--- src/rtl/vga_syncmod.sv ---
// 640x480@60 VGA timing generator: scan-position counters, delayed active-low syncs,
// display-active flag and frame-start strobe. Define VGA_FRAME_CNT_EN to add oFrameCnt.
module vga_syncmod #(
    parameter logic [9:0] SA         = 10'd96,
    parameter logic [9:0] SB         = 10'd48,
    parameter logic [9:0] SC         = 10'd640,
    parameter logic [9:0] SD         = 10'd16,
    parameter logic [9:0] SE         = 10'd800,
    parameter logic [9:0] SO         = 10'd2,
    parameter logic [9:0] SP         = 10'd33,
    parameter logic [9:0] SQ         = 10'd480,
    parameter logic [9:0] SR         = 10'd10,
    parameter logic [9:0] SS         = 10'd525,
    parameter int         SYNC_DELAY = 2
) (
    input  logic        CLOCK,
    input  logic        RESET,
    output logic [19:0] oAddr,
    output logic        HSYNC,
    output logic        VSYNC,
    output logic        oActive,
    output logic        oFrameStart
`ifdef VGA_FRAME_CNT_EN
    ,
    output logic [15:0] oFrameCnt
`endif
);

    localparam logic [9:0] H_ACT_LO = SA + SB;
    localparam logic [9:0] H_ACT_HI = SA + SB + SC - 10'd1;
    localparam logic [9:0] V_ACT_LO = SO + SP;
    localparam logic [9:0] V_ACT_HI = SO + SP + SQ - 10'd1;

    logic [9:0] c1_q, c1_d;
    logic [9:0] c2_q, c2_d;
    logic       first_q;
    logic       hs_raw, vs_raw, act_raw;

    // NOTE: every variable driven here gets a default first so no path can infer a latch.
    always_comb begin
        c1_d = c1_q + 10'd1;
        c2_d = c2_q;
        if (c1_q == SE - 10'd1) begin
            c1_d = '0;
            c2_d = (c2_q == SS - 10'd1) ? '0 : c2_q + 10'd1;
        end
    end

    // NOTE: sequential state uses non-blocking assignments so every register samples pre-edge values.
    always_ff @(posedge CLOCK or negedge RESET) begin
        if (!RESET) begin
            c1_q    <= '0;
            c2_q    <= '0;
            first_q <= 1'b1;
        end else begin
            c1_q    <= c1_d;
            c2_q    <= c2_d;
            first_q <= 1'b0;
        end
    end

    assign oAddr       = {c1_q, c2_q};
    assign oFrameStart = (c1_q == 10'd0) && (c2_q == 10'd0) && !first_q;

    assign hs_raw  = (c1_q >= SA);
    assign vs_raw  = (c2_q >= SO);
    assign act_raw = (c1_q >= H_ACT_LO) && (c1_q <= H_ACT_HI) &&
                     (c2_q >= V_ACT_LO) && (c2_q <= V_ACT_HI);

    generate
        if (SYNC_DELAY == 0) begin : g_nodly
            assign HSYNC   = hs_raw;
            assign VSYNC   = vs_raw;
            assign oActive = act_raw;
        end else begin : g_dly
            logic [SYNC_DELAY-1:0] hs_q, vs_q, act_q;

            // NOTE: delay stages reset to idle levels so a mid-frame reset flushes any pulse in flight.
            always_ff @(posedge CLOCK or negedge RESET) begin
                if (!RESET) begin
                    hs_q  <= '1;
                    vs_q  <= '1;
                    act_q <= '0;
                end else begin
                    hs_q  <= (hs_q << 1)  | SYNC_DELAY'(hs_raw);
                    vs_q  <= (vs_q << 1)  | SYNC_DELAY'(vs_raw);
                    act_q <= (act_q << 1) | SYNC_DELAY'(act_raw);
                end
            end

            assign HSYNC   = hs_q[SYNC_DELAY-1];
            assign VSYNC   = vs_q[SYNC_DELAY-1];
            assign oActive = act_q[SYNC_DELAY-1];
        end
    endgenerate

`ifdef VGA_FRAME_CNT_EN
    logic [15:0] frame_cnt_q, frame_cnt_d;

    assign frame_cnt_d = oFrameStart ? frame_cnt_q + 16'd1 : frame_cnt_q;

    always_ff @(posedge CLOCK or negedge RESET) begin
        if (!RESET) frame_cnt_q <= '0;
        else        frame_cnt_q <= frame_cnt_d;
    end

    assign oFrameCnt = frame_cnt_q;
`endif

endmodule

--- config.mk ---
export PLATFORM = sky130hd
export DESIGN_NAME = vga_syncmod
export DESIGN_NICKNAME = d
export VERILOG_FILES = /design/src/rtl/vga_syncmod.sv
export SDC_FILE = /design/constraint.sdc
export NUM_CORES = 1
export LEC_CHECK = 0
export CAP_MARGIN = 10
export CORE_UTILIZATION = 51
export CTS_CLUSTER_SIZE = 20
export DETAILED_ROUTE_END_ITERATION = 8
export PLACE_DENSITY = 0.78
export SLEW_MARGIN = 20
export SYNTH_ARGS = -nofsm -noshare
export SYNTH_HDL_FRONTEND = slang
export SYNTH_SLANG_ARGS = --single-unit
--- constraint.sdc ---
create_clock -name CLOCK -period 2.4 [get_ports CLOCK]
set_clock_uncertainty 0.15 [all_clocks]
set_input_delay 0.48 -clock CLOCK [delete_from_list [all_inputs] [get_ports CLOCK]]
set_output_delay 0.48 -clock CLOCK [all_outputs]
set_load 0.005 [all_outputs]
==> results.yml <==
clock_tree:
  tritoncts: "built"
  clkLatencyLatePin_ns: 0.31
  cts_hold_buf: 0
  ctsRootBufferMaster: "clkbuf_4"
  htree_levels: 1
  clock_sinks: 27
  clkTransAtPathRegs_ns: 0.15
  cts-buffers-inserted: 3
  clock_path_buffers: 2
power_and_ir_drop:
  leakagePower_nw: 0.8039
  power_density_mw_per_mm2: 378.2
  ir_drop_mv: 0.2920
  p_total_mw: 0.6672
worst_setup_path:
  slowest_stage: "dfrtp_1"
  cp_slowest_stage_delay_ns: 0.41
  cp_num_buf_inv: 2
  setup.worst_path.end_class: "primary output"
  cp-start-kind: "flop"
  crit_path_cell_trace: "inv_1, ha_1, nor4b_2, nand4_1, nor3_1, clkbuf_2"
  r2r_setup_slack_ns: 0.33
  r2r_end: "c2_q[5]"
  crit_arrival_ns: 1.59
  worstPathRequired_ns: 1.77
  path_class: "reg2out"
  r2r_cells: 5
  critical_path_depth: 6
  path_max_fanout: 2
  cp_top_family: "simple AND/OR/NAND/NOR gates"
  timing.rr.start: "c1_q[0]"
  crit_start: "c2_q[0]"
grt:
  grt_max_degree: 28
  grt_pass1_vias: 1057
  track_usage_pct: 24.88
  grt_overflow_total: 0
  grt_pass1_wl_um: 4954
  antenna_found_initial: 0
place:
  place.gp.congestion: 0.8526
  portBuffers: 25
  pre_cts_ws_ns: 0.1385
  dpl.hpwl_um: 2163
route:
  firstDrtPassIters: 4
  wl_per_cell_um: 15.42
  routed_wl_um: 3115
  dr_total_vias: 1136
  postRouteAntennaNets: 0
  routed_via_density: 5.624
  drt_iter0_drc: 34
  drc: 0
yosys:
  syn_nets: 138
  synth_top_area_cell: "dfrtp_1"
  synthSimpleGateAreaFrac_pct: 24.65
  muxShareOfSynthArea_pct: 1.662
  synthFlopType: "dfrtp_1"
  synth_compound_area_share_pct: 9.603
  synth-seq-cells: 27
  synth_area_mm2: 0.001355
  syn_area_per_cell_um2: 10.34
  synth_top_family_by_area: "simple AND/OR/NAND/NOR gates"
  synth_edf_count: 0
  synth-async-reset-ratio_pct: 100.0
  yosys.area_share.xor_xnor_pct: 5.171
  ys_seq_area_share_pct: 50.32
  synth_top_area_share_pct: 40.63
  synthAdderAreaFrac_pct: 4.617
  synth_cell_type_count: 42
  yosysWarnings: 0
  synth_cells: 131
  synth_area_leaders: "dfrtp_1 (41%), dfstp_2 (9.7%), ha_1 (4.6%)"
min_path:
  hold_start: "g_dly.hs_q[0]"
  holdPathEnd: "g_dly.hs_q[1]"
  hold_class: "reg2reg"
  min_path_cells: 0
timing:
  fmax_ghz: 0.4511
  hold_viol_final: 0
  min_period_ns: 2.217
  min_period_over_period_pct: 92.37
  slew_violations: 0
  setup_violations: 0
  fin_setup_tns_ns: 0
  rsz0062_at_grt: "false"
  post-route-worst-setup-slack_ns: 0.1830
floorplan:
  io_pins: 26
  start_util_pct: 54.20
  fp.coreArea_mm2: 0.002500
  die-height_um: 53.55
  die_w_um: 53.55
  fp-row-count: 18
  design.die.area_mm2: 0.002867
finish:
  area_growth_pct: 30.19
  antenna_cells: 0
  fin_util_pct: 70.57
  final_layout_size_suffix_gt1_share_pct: 19.77
  nets: 180
  fillers: 192
status:
  status: "complete, no violations"
flow_run:
  maxCapViolCount: 0
-- metrics by stage --
step                hold slack (ns)  cells  area, µm²
finish                       0.2165    202       1764
global route                 0.2227    202       1764
CTS                          0.2193    202       1768
detailed placement           0.1957    198       1732
global placement             0.1881    198       1732
floorplan                   0.03441    131       1355
-- worst max path at each step --
stage | slack, ns | end
2_1_floorplan | 0.49 | c2_q[8]
3_3_place_gp | 0.18 | oFrameStart
3_5_place_dp | 0.14 | oFrameStart
4_1_cts | 0.09 | oFrameStart
5_1_grt | 0.03 | oFrameStart
6_report | 0.18 | oFrameStart
-- cell type report --
type / count / area (µm²) / area share, %
Multi-Input combinational cell: 95 / 634.4 / 35.96
Sequential cell: 27 / 681.9 / 38.65
Tap cell: 30 / 37.54 / 2.128
Inverter: 5 / 18.77 / 1.064
Clock buffer: 4 / 26.28 / 1.489
Timing Repair Buffer: 41 / 365.4 / 20.71
-- kinds of logic after synthesis --
family | Yosys count
xor+xnor | 8
simple gates | 60
buf+inv | 9
flops | 27
fa+ha+maj | 5
other cells | 1
mux | 2
compound gates | 19
-- worst register-to-register path, stage by stage, from the launching register on --
cell and delay, ns:
dfrtp_1 0.46, ha_1 0.23, and4_1 0.35, and4_4 0.37
nand3_1 0.11, mux2_1 0.32
-- per-layer routing --
layer	up-vias	routed length [µm]	share of wire (%)	track usage, %
li1	546	-	-	-
met1	557	1470	47	34.12
met2	29	1495	48	39.17
met3	4	98	3.1	3.107
met4	0	51	1.6	11.40
met5	-	0	0	0
-- registers in the layout (all words and copies together) (netlist names) --
| name | flops |
|---|---|
| c1_q | 10 |
| c2_q | 10 |
| g_dly.act_q | 2 |
| g_dly.hs_q | 2 |
| g_dly.vs_q | 2 |
| first_q | 1 |
-- cell usage after synthesis (2+ instances only) --
library cell,n
dfrtp_1,22
nor2_1,13
nand2_1,10
nand3_1,10
and3_1,6
dfstp_2,5
ha_1,5
inv_1,5
o21ai_0,5
nor3_1,4
xnor2_1,4
xor2_1,4
o31ai_1,3
a21oi_1,2
and4_1,2
buf_4,2
nand4_1,2
nor2b_1,2
nor4b_1,2
-- cell usage in the layout, fill, tap and decap left out, drive strengths merged, types with 2 or more instances in the layout --
cell	netlist	layout
clkbuf	1	5
nand2	11	11
and2	2	2
mux2	2	2
nor3	5	5
a21oi	2	2
nor2b	2	2
nor2	13	13
ha	5	5
buf	3	16
nand4	3	3
o31ai	3	3
o21ai	6	6
nor4b	2	2
nand3	10	10
and4	3	3
dfstp	5	5
xor2	4	4
xnor2	4	4
inv	5	5
clkdlybuf4s50	0	24
dfrtp	22	22
and3	6	6
-- what timing repair did --
action | 4_1_cts | 5_1_grt
gates resized for setup | 3 | 2
setup endpoints to repair | 1 | 1
setup buffers | 0 | 0
-- report_power, final --
group | total [mW] | internal [mW] | switching, mW | leakage (nW)
sequential | 0.457 | 0.457 | 0.000334 | 0.345
clock | 0.198 | 0.0651 | 0.133 | 0.0150
combinational | 0.0122 | 0.00307 | 0.00909 | 0.444
total | 0.667 | 0.525 | 0.142 | 0.804
Power figures use the tool's default switching activity.
